<file path="config.mk">
export PLATFORM = sky130hd
export DESIGN_NAME = regfile_wb_arbiter
export DESIGN_NICKNAME = d
export VERILOG_FILES = /design/src/rtl/regfile_wb_arbiter.sv
export SDC_FILE = /design/constraint.sdc
export NUM_CORES = 1
export LEC_CHECK = 0
export BUFFER_PORTS_ARGS = -buffer_cell sky130_fd_sc_hd__buf_2
export CAP_MARGIN = 10
export CELL_PAD_IN_SITES_DETAIL_PLACEMENT = 0
export CELL_PAD_IN_SITES_GLOBAL_PLACEMENT = 1
export CORE_UTILIZATION = 27
export CTS_BUF_LIST = sky130_fd_sc_hd__clkbuf_16
export DETAILED_ROUTE_END_ITERATION = 6
export GPL_TIMING_DRIVEN = 1
export MAX_ROUTING_LAYER = met4
export PLACE_DENSITY = 0.8
export SLEW_MARGIN = 10
export SYNTH_ARGS = -nofsm -noshare
export SYNTH_HDL_FRONTEND = slang
export SYNTH_SLANG_ARGS = --single-unit
</file>
<file path="constraint.sdc">
create_clock -name clk -period 1.9 [get_ports clk]
set_clock_uncertainty 0.05 [all_clocks]
set_input_delay 0.475 -clock clk [delete_from_list [all_inputs] [get_ports clk]]
set_output_delay 0.475 -clock clk [all_outputs]
set_load 0.05 [all_outputs]
</file>
<file path="src/rtl/regfile_wb_arbiter.sv">
`default_nettype none
// ============================================================================
// Module      : regfile_wb_arbiter
// Description : Register-file write-back arbiter (ALU vs LSU) with load-data
//               formatting, r0 suppression and a pending-write scoreboard.
//               Optional macro WB_FORWARD_EN adds a combinational forward port.
// Revision    : 1.0 - initial release
// ============================================================================
module regfile_wb_arbiter #(
    parameter int DATA_W     = 64,
    parameter int ADDR_W     = 5,
    parameter int STARVE_MAX = 3
) (
    input  logic              clk,
    input  logic              rst,
    input  logic              alu_valid,
    output logic              alu_ready,
    input  logic [ADDR_W-1:0] alu_rd,
    input  logic [DATA_W-1:0] alu_data,
    input  logic              lsu_valid,
    output logic              lsu_ready,
    input  logic [ADDR_W-1:0] lsu_rd,
    input  logic [DATA_W-1:0] lsu_data,
    input  logic [5:0]        lsu_opcode,
    input  logic              iss_valid,
    input  logic [ADDR_W-1:0] iss_rd,
    output logic              rf_we,
    output logic [ADDR_W-1:0] rf_waddr,
    output logic [DATA_W-1:0] rf_wdata,
`ifdef WB_FORWARD_EN
    output logic              fwd_valid,
    output logic [ADDR_W-1:0] fwd_addr,
    output logic [DATA_W-1:0] fwd_data,
`endif
    output logic [31:0]       busy_mask
);

    localparam int CNT_W = (STARVE_MAX < 1) ? 1 : $clog2(STARVE_MAX + 1);

    localparam logic [5:0] OP_LBU = 6'd34;
    localparam logic [5:0] OP_LHU = 6'd40;
    localparam logic [5:0] OP_LH  = 6'd42;
    localparam logic [5:0] OP_LWU = 6'd32;

    logic [CNT_W-1:0]  starve_cnt;
    logic              starve_hit;
    logic              alu_gnt;
    logic              lsu_gnt;
    logic              any_gnt;
    logic [ADDR_W-1:0] win_rd;
    logic [DATA_W-1:0] win_data;
    logic              win_we;
    logic [DATA_W-1:0] lsu_fmt;
    logic [31:0]       set_vec;
    logic [31:0]       clr_vec;
    logic [31:0]       busy_next;

    always_comb begin
        lsu_fmt = lsu_data;
        case (lsu_opcode)
            OP_LBU:  lsu_fmt = {{(DATA_W-8){1'b0}}, lsu_data[7:0]};
            OP_LHU:  lsu_fmt = {{(DATA_W-16){1'b0}}, lsu_data[15:0]};
            OP_LH:   lsu_fmt = {{(DATA_W-16){lsu_data[15]}}, lsu_data[15:0]};
            OP_LWU:  lsu_fmt = {{(DATA_W-32){1'b0}}, lsu_data[31:0]};
            default: lsu_fmt = lsu_data;
        endcase
    end

    // LSU has priority unless the ALU has been denied STARVE_MAX times in a row.
    assign starve_hit = (starve_cnt == CNT_W'(STARVE_MAX));
    assign alu_gnt    = !rst && alu_valid && (!lsu_valid || starve_hit);
    assign lsu_gnt    = !rst && lsu_valid && !alu_gnt;
    assign any_gnt    = alu_gnt || lsu_gnt;
    assign alu_ready  = alu_gnt;
    assign lsu_ready  = lsu_gnt;

    assign win_rd   = alu_gnt ? alu_rd : lsu_rd;
    assign win_data = alu_gnt ? alu_data : lsu_fmt;
    assign win_we   = any_gnt && (win_rd != '0);

`ifdef WB_FORWARD_EN
    assign fwd_valid = win_we;
    assign fwd_addr  = win_rd;
    assign fwd_data  = win_data;
`endif

    // A new issue to the same register outranks the retiring write.
    assign set_vec   = (iss_valid && (iss_rd != '0)) ? (32'd1 << iss_rd) : 32'd0;
    assign clr_vec   = rf_we ? (32'd1 << rf_waddr) : 32'd0;
    assign busy_next = ((busy_mask & ~clr_vec) | set_vec) & ~32'd1;

    always_ff @(posedge clk) begin
        if (rst) begin
            starve_cnt <= '0;
            rf_we      <= 1'b0;
            rf_waddr   <= '0;
            rf_wdata   <= '0;
            busy_mask  <= '0;
        end else begin
            if (!alu_valid || alu_gnt) begin
                starve_cnt <= '0;
            end else if (!starve_hit) begin
                starve_cnt <= starve_cnt + CNT_W'(1);
            end
            rf_we <= win_we;
            if (any_gnt) begin
                rf_waddr <= win_rd;
                rf_wdata <= win_data;
            end
            busy_mask <= busy_next;
        end
    end

endmodule
`default_nettype wire

</file>
### Word level (Yosys, flattened, before mapping)

Cells that the tools add are included.

* bits in registers: 104
* bits in latches: 0
* RAM bits: 0
* bits in read-only memories: 0
* input bits: 154
* output and inout port bits: 104
* logic and storage cells: 38
* memories kept: 0

* add/subtract/negate cells: 1
* $mul: 0
* divide/modulo/power cells: 0
* order comparisons: 0
* equal/unequal tests: 5
* shift operators: 2
* muxes and demuxes: 5
* bitwise logic cells: 3
* reduce and logical (&&, ||, !) cells: 16

Operators with widths (number)
* $pmux W64 S4: 1
* $mux W32: 2
* $mux W64: 1
* $shl A1 B5 Y32 const A: 2
* $and A32 B32 Y32: 1
* $not A32 Y32: 1
* $or A32 B32 Y32: 1
* $eq A6 B6 Y1 const B: 4
* $reduce_bool A5 Y1: 2
* $logic_and A1 B1 Y1: 6
* $mux W5: 1
* $logic_not A1 Y1: 4
* $logic_or A1 B1 Y1: 3
* $add A2 B1 Y2 const B: 1
* $eq A2 B2 Y1 const B: 1
* $reduce_or A2 Y1: 1

### Logic depth before layout (Yosys ltp)

Gate-level depths: netlist of the first run.

* depth in word-level cells: 7
* depth in mapped cells: 7
* depth with buffers taken out: 6

### Worst setup path before layout of the first run

No wires, ideal clock.

* kind: input to output
* start point: input rst
* end point: output lsu_ready
* arrival time: 2036 ps
* data required time: 1375 ps
* slack: -661 ps
* stages on the path: 6
* buffers on the path: 2
* cell sequence: clkbuf_1 -> nor2b_1 -> nand2_1 -> inv_1 -> buf_2 -> nor2_1

* word-level cells in the longest chain between the ends: 5
* elaborated cells between the ends (all ways): 6
* those cells by class: reduce/logical (6)

Ends and longest elaborated chain
* start, declared: line 15 `input logic rst,`
* $logic_not A1 Y1: line 71 `assign alu_gnt = !rst && alu_valid && (!lsu_valid || starve_hit);`
* $logic_and A1 B1 Y1 (2 in a row): line 71
* named net alu_ready: line 17 `output logic alu_ready,`
* $logic_not A1 Y1: line 72 `assign lsu_gnt = !rst && lsu_valid && !alu_gnt;`
* $logic_and A1 B1 Y1: line 72
* end, declared: line 21 `output logic lsu_ready,`

The timed path passes the listed nets, and every way through them passes these cells.

### Final worst setup path of the first run

* start point: register starve_cnt[0]
* end point: output lsu_ready

* word-level cells in the longest chain between the ends: 5

Ends and longest elaborated chain
* start, declared: line 45 `logic [CNT_W-1:0] starve_cnt;`
* start signal, assigned: line 103 `starve_cnt <= starve_cnt + CNT_W'(1);`
* $eq A2 B2 Y1: line 70 `assign starve_hit = (starve_cnt == CNT_W'(STARVE_MAX));`
* $logic_or A1 B1 Y1: line 71
* $logic_and A1 B1 Y1: line 71
* $logic_not A1 Y1: line 72
* $logic_and A1 B1 Y1: line 72

No other way between the ends.

==> results of run 1 <==
==> metal layers <==
layer / share of wire [%] / global-route usage [%] / vias up
met5: 0 / - / -
met4: 1.4 / 6.64 / 0
met3: 6.6 / 4.83 / 18
met2: 48 / 29.6 / 190
met1: 44 / 24.6 / 2274
li1: - / - / 2448
==> through the flow <==
step                      setup WS (ps)  total power, µW  hold WS (ps)  instance area, µm²
after detailed placement           -144             3650           387                6080
final                             -26.0             5490           318                6450
after CTS                         -47.8             5540           307                6440
after floorplan                   -2.26             3200           358                4430
after global placement            -93.9             3640           378                6080
after global routing              -68.0             5730           315                6450
==> power breakdown <==
group | switching, µW | total [µW] | leakage (µW) | internal (µW)
registers | 74.8 | 2360 | 0.000848 | 2290
clock network | 865 | 1880 | 0.000139 | 1010
logic | 860 | 1250 | 0.00195 | 393
total | 1800 | 5490 | 0.00294 | 3690
==> cell usage in the layout, fill, tap and decap left out, types with 4 or more instances in the layout <==
master	n
o21ai_0	81
mux2i_1	8
buf_2	254
a211oi_2	10
a21oi_1	67
o21ai_1	30
nor2b_1	6
clkbuf_16	9
buf_12	6
o22ai_1	13
nor2_1	17
a311oi_1	5
nor3_1	10
dfxtp_1	101
nand3b_1	8
a221oi_1	8
buf_4	27
nand3_1	5
nor3b_1	4
nand2_1	96
==> flip-flops by register name (all words and copies together), names as in the netlist <==
name,count
busy_mask,31
rf_waddr,5
rf_wdata,64
rf_we,1
starve_cnt,2
==> worst max-delay path: stages, from the launching register on <==
cell and delay, ps:
dfxtp_2 340, ha_4 160, nand2b_4 150, nand2_4 90
inv_6 40, nor2_4 100, buf_8 160
==> cell type report <==
cell class                 count  area share, %
antenna                        1         0.0388
inverter                       2          0.194
tap                          216           4.19
clock inverter                 6          0.969
multi-input combinational    398           34.2
clock buffer                   9           3.49
sequential                   103           32.0
timing repair buffer         288           24.9
==> path summary, 6_finish.rpt <==
kind                      start      endpoint  slack (ps)
setup / recovery  starve_cnt[0]     lsu_ready         -30
hold / removal     lsu_data[63]  rf_wdata[63]         320
setup reg to reg  starve_cnt[0]  rf_wdata[27]         150
hold reg to reg    rf_wdata[38]  rf_wdata[38]         400
==> what timing repair did <==
item,4_1_cts,5_1_grt
setup buffers,4,0
gates resized for setup,11,2
hold buffers,0,0
cloned,0,0
pin swaps,2,1
endpoints found under the setup margin,2,10
==> synth_stat cells (2+ instances only) <==
library cell	count	share of area [%]
a211oi_1	3	0.51
a211oi_2	10	2.9
a21oi_1	67	7.7
a221oi_1	8	1.6
a311oi_1	5	1.0
and3_1	3	0.43
and3b_1	2	0.40
buf_1	2	0.17
buf_2	6	0.69
buf_4	3	0.51
clkbuf_1	26	2.2
dfxtp_1	103	47
inv_1	2	0.17
mux2i_1	8	1.8
nand2_1	97	8.3
nand2b_1	4	0.57
nand3_1	5	0.57
nand3b_1	8	1.4
nor2_1	20	1.7
nor2b_1	6	0.86
nor3_1	11	1.3
nor3b_1	4	0.69
o21ai_0	81	9.3
o21ai_1	30	3.4
o22ai_1	13	1.9
or4_1	2	0.34
==> kinds of logic (layout without fill, tap and decap cells) <==
family / Yosys count / count (layout)
muxes: 8 / 8
buffers and inverters: 41 / 305
AOI/OAI and AO/OA: 220 / 220
other: 1 / 2
DFF: 103 / 103
and+or+nand+nor: 168 / 168
adders and majority gates: 1 / 1
==> qor.yml, run 1 <==
status: "finished, violations left"
violations: "negative setup slack"
hpwl_mm: 11.8
wirelength_mm: 16.0
first_global_vias: 4457
vdd_ir_drop_max_uv: 390
multi_input_area_um2: 2210
core_um2: 15800
muxShareOfSynthArea_pct: 1.83
syn_to_final_growth_pct: 47.5
layout.nets: 957
ys_async_sr_fraction_pct: 0
rows: 46
min_period_over_period_pct: 101
pin_count: 258
clock-sinks: 103
finalMaxSlewViolations: 0
arrival_ps: 1400
initial_core_util_pct: 27.7
antenna_found_initial: 1
setup_tns_ps: -26.0
portBuffers: 256
slew-limit-headroom_pct: 47.7
dp.cells: 1003
ys_seq_area_share_pct: 47.1
yosys.area_share.simple_pct: 17.5
synth_edf_count: 0
clock_path_buffers: 2
timing.final.hold_violations: 0
synth_cells: 542
grt_max_degree: 63
clk_pin_slew_ps: 70
yosys.area_share.adder_pct: 0.286
nFillCells: 1653
drive_above_1_share_pct: 40.6
rsz0062_at_grt: "yes"
cp_max_fo: 4
timing.fmax_mhz: 519
dieHeight_um: 129
timing.final.ws_setup_ps: -26.0
tightest_slew_ps: 784
drc: 0
endpoint_kind: "output pin"
ys_warn_count: 0
ys_ff_latch: 103
drt_first_pass_iters: 5
synth_xor_area_share_pct: 0
maxCapViolCount: 0
drt_first_iter_violations: 248
final_cells: 1023
crit_required_ps: 1370
setup_viol: 1
die_x_um: 129
synth_top_family_by_area: "compound AO/OA/AOI/OAI gates"
synth.net_count: 697
grt_usage_pct: 19.3
synth-compound-area-share_pct: 29.0
vias: 4930
cellPowerDensity_nw_per_um2: 851
insertion_delay_ps: 360
final_antenna_net_count: 0
vias_per_cell: 4.82
start_kind: "register"
ys.flop_type: "dfxtp_1"
synth.distinct_cells: 39
whs_path_depth: 3
routedWlPerCell_um: 15.7
finish.utilization_pct: 40.8
synth_area_per_cell_um2: 8.08
worst_hold_path_type: "in2reg"
gp_congestion: 0.790
gr-total-overflow: 0
r2r_cells: 6
cts_tree: "built"
grt_pass1_wl_mm: 24.0
cts-root-buf: "clkbuf_16"
htree_num_levels: 3
syn_area_um2: 4380
cts-buffers-inserted: 9
seq_area_um2: 2060
p_leak_uw: 0.00294
crit_type: "reg2out"
die_area_um2: 16700
fin_crit_ps: 1930
No activity file was read; power rests on OpenSTA's default activity.
==> run 2, diff against run 1 <==
--- a/config.mk
+++ b/config.mk
@@ -5,16 +5,17 @@
 export SDC_FILE = /design/constraint.sdc
 export NUM_CORES = 1
 export LEC_CHECK = 0
+export ABC_AREA = 1
 export BUFFER_PORTS_ARGS = -buffer_cell sky130_fd_sc_hd__buf_2
 export CAP_MARGIN = 10
 export CELL_PAD_IN_SITES_DETAIL_PLACEMENT = 0
 export CELL_PAD_IN_SITES_GLOBAL_PLACEMENT = 1
-export CORE_UTILIZATION = 27
+export CORE_UTILIZATION = 28
 export CTS_BUF_LIST = sky130_fd_sc_hd__clkbuf_16
 export DETAILED_ROUTE_END_ITERATION = 6
 export GPL_TIMING_DRIVEN = 1
 export MAX_ROUTING_LAYER = met4
-export PLACE_DENSITY = 0.8
+export PLACE_DENSITY = 0.82
 export SLEW_MARGIN = 10
 export SYNTH_ARGS = -nofsm -noshare
 export SYNTH_HDL_FRONTEND = slang
==> run 2 against run 1 <==
Effect of this change:
- the flow now finishes without violations
- core utilization decreased by 1.3 points
- critical endpoint unchanged
- cell area up 6.6%
- global-route usage shrank 0.068 points
- synthesized cell count increased by 35%
- total power increased by 5.9%
- largest cell class unchanged
- critical path type unchanged
- sequential cell count did not move
- maximum frequency grew 4.9%
- via count is 15% higher
- wire length increased by 6.5%
- sequential share of layout area down 2.0 points
==> qor.yml, run 2 <==
clock_path_buffers: 2  # unchanged
critPathCapture: "lsu_ready"
worst_hold_path_type: "in2reg"
reg2reg_slack_ps: 170  # +20 ps
final_antenna_net_count: 0  # unchanged
grt_pass1_wl_mm: 26.9  # +12%
drive_above_1_share_pct: 31.8  # -8.8 points
min_period_over_period_pct: 96.6  # -4.8 points
cellPowerDensity_nw_per_um2: 846  # -0.63%
vias_per_cell: 4.71  # -2.3%
timing.final.ws_setup_ps: 64.8  # +90.8 ps
clk_pin_slew_ps: 70  # about the same
finalMaxSlewViolations: 0  # unchanged
syn_area_um2: 5020  # +15%
top_regs: "rf_wdata (64), busy_mask (31), rf_waddr (5)"
maxCapViolCount: 0  # unchanged
worstHoldStart: "alu_data[0]"
synth_cells: 733  # +35%
grt_usage_pct: 19.2  # -0.068 points
ys.flop_type: "dfxtp_1"
p_leak_uw: 0.00343  # +16%
first_global_vias: 5346  # +20%
cts-root-buf: "clkbuf_16"
status: "complete, no violations"
cts_tree: "built"
htree_num_levels: 3  # unchanged
rows: 48  # +4.3%
gr-total-overflow: 0  # unchanged
top_register: "rf_wdata"
die_x_um: 136  # +5.1%
synth.top_cell.area_share_pct: 41.0  # -6.1 points
vdd_ir_drop_max_uv: 457  # +17%
dieHeight_um: 136  # +5.1%
antenna_found_initial: 2  # +1
initial_core_util_pct: 28.9  # +1.2 points
layout.nets: 1127  # +18%
tightest_slew_ps: 538  # -245 ps
routedWlPerCell_um: 14.2  # -9.5%
detailedPlace.worstSlack_ps: 74.4  # +219 ps
synth.distinct_cells: 29  # -26%
synth-compound-area-share_pct: 20.0  # -9.0 points
syn_to_final_growth_pct: 36.9
synth_top_cell_by_area: "dfxtp_1"
setup_viol: 0  # -1
pin_count: 258  # unchanged
final_common_cell: "buf_2"
vias: 5664  # +15%
timing.final.hold_violations: 0  # unchanged
final_cell_mix: "buf_2 (254), nand2_1 (109), dfxtp_1 (101)"
die_area_um2: 18500  # +11%
hpwl_mm: 12.9  # +9.0%
muxShareOfSynthArea_pct: 0  # -1.8 points
r2r_cells: 11  # +5
synth.net_count: 888  # +27%
synth.area.top_cells: "dfxtp_1 (41%), nand3_1 (8.6%), nand2_1 (8.2%)"
ys_async_sr_fraction_pct: 0  # unchanged
crit_start: "starve_cnt[0]"
wirelength_mm: 17.1  # +6.5%
portBuffers: 256  # unchanged
timing.fmax_mhz: 545  # +4.9%
synth_area_per_cell_um2: 6.86  # -15%
yosys.area_share.simple_pct: 27.6  # +10 points
ys_ff_latch: 103  # unchanged
reg2reg_to: "rf_we"
core_um2: 17400  # +10%
slew-limit-headroom_pct: 64.0  # +16 points
endpoint_kind: "output pin"
drt_first_pass_iters: 4  # -1
insertion_delay_ps: 340  # -20 ps
cp_max_fo: 4  # unchanged
crit_type: "reg2out"
ys_seq_area_share_pct: 41.0  # -6.1 points
drt_first_iter_violations: 241  # -2.8%
setup_tns_ps: 0  # +26.0 ps
synth_top_family_by_area: "simple AND/OR/NAND/NOR gates"
yosysMostFrequentCell: "nand2_1"
synth_xor_area_share_pct: 0  # unchanged
cts-buffers-inserted: 9  # unchanged
synth_edf_count: 0  # unchanged
ys_warn_count: 0  # unchanged
rsz0062_at_grt: "no"
grt_max_degree: 55  # -13%
r2r-start: "starve_cnt[0]"
crit_required_ps: 1370  # about the same
clock-sinks: 103  # unchanged
start_kind: "register"
drc: 0  # unchanged
finalHoldWorstSlack_ps: 334  # +15.8 ps
largest_reg_flops: 64  # unchanged
nFillCells: 1915  # +16%
gp_congestion: 0.850  # +7.6%
yosys.area_share.adder_pct: 0.249  # -0.037 points
synth_commonest_cells: "nand2_1 (110), dfxtp_1 (103), nand3_1 (86)"
arrival_ps: 1310  # -90 ps
fin_crit_ps: 1840  # -90.8 ps
==> run 2: power breakdown <==
part | total [µW] | switching, µW | internal, µW
clock | 1860 | 844 | 1010
sequential | 2420 | 99.1 | 2330
combinational | 1530 | 1090 | 440
==> run 2: what timing repair did <==
action | CTS | global route
setup buffers | 2 | 0
resized for setup | 10 | 3
cloned | 0 | 0
pin swaps | 2 | 3
endpoints found under the setup margin | 2 | 2
hold buffers | 0 | 0
==> run 2: worst max-delay path: stages, from the launching register on <==
cell	delay (ps)
dfxtp_2	340
ha_4	160
inv_2	70
nand2_4	50
nand2_4	70
inv_4	50
nor2_4	80
buf_8	150
==> run 2: final cells by class <==
type,instances,area (µm²),share of cell area (%)
multi-input combinational,510,2440,35.5
sequential,103,2060,30.0
timing repair buffer,279,1530,22.3
tap,225,282,4.09
inverter,69,264,3.84
clock buffer,9,225,3.28
clock inverter,6,62.6,0.910
antenna,2,5.00,0.0728
==> run 2: layer usage <==
layer,up-vias,part of all wire (%),global-route usage (%),routed length (µm)
met5,-,0,-,0
met4,0,1.2,5.12,204
met3,15,6.1,4.59,1040
met2,184,49,32.5,8350
met1,2571,44,22.8,7470
li1,2894,-,-,-
==> run 2: per-stage QoR <==
stage	std cells	instance area, µm²	power, µW	utilization [%]
global route	1203	6880	6110	39.5
detailed placement	1184	6530	4010	37.5
finish	1203	6880	5810	39.5
CTS	1201	6860	5890	39.4
floorplan	733	5030	3530	-
global placement	1184	6530	4000	37.5
==> run 2: worst min path at each step <==
stage,endpoint,slack [ps],cells past startpoint
6_report,rf_wdata[0],330,3
5_1_grt,rf_wdata[6],320,3
4_1_cts,rf_wdata[0],320,3
3_5_place_dp,starve_cnt[0],390,1
3_3_place_gp,starve_cnt[0],370,1
2_1_floorplan,starve_cnt[0],360,1
==> run 2: cell families (layout without fill, tap and decap cells) <==
kind of cell,after synthesis,after routing
AND/OR/NAND/NOR,315,315
AO/OA/AOI/OAI,193,193
buffers and inverters,120,363
flip-flops,103,103
adder cells (fa/ha/maj),1,1
other,1,3
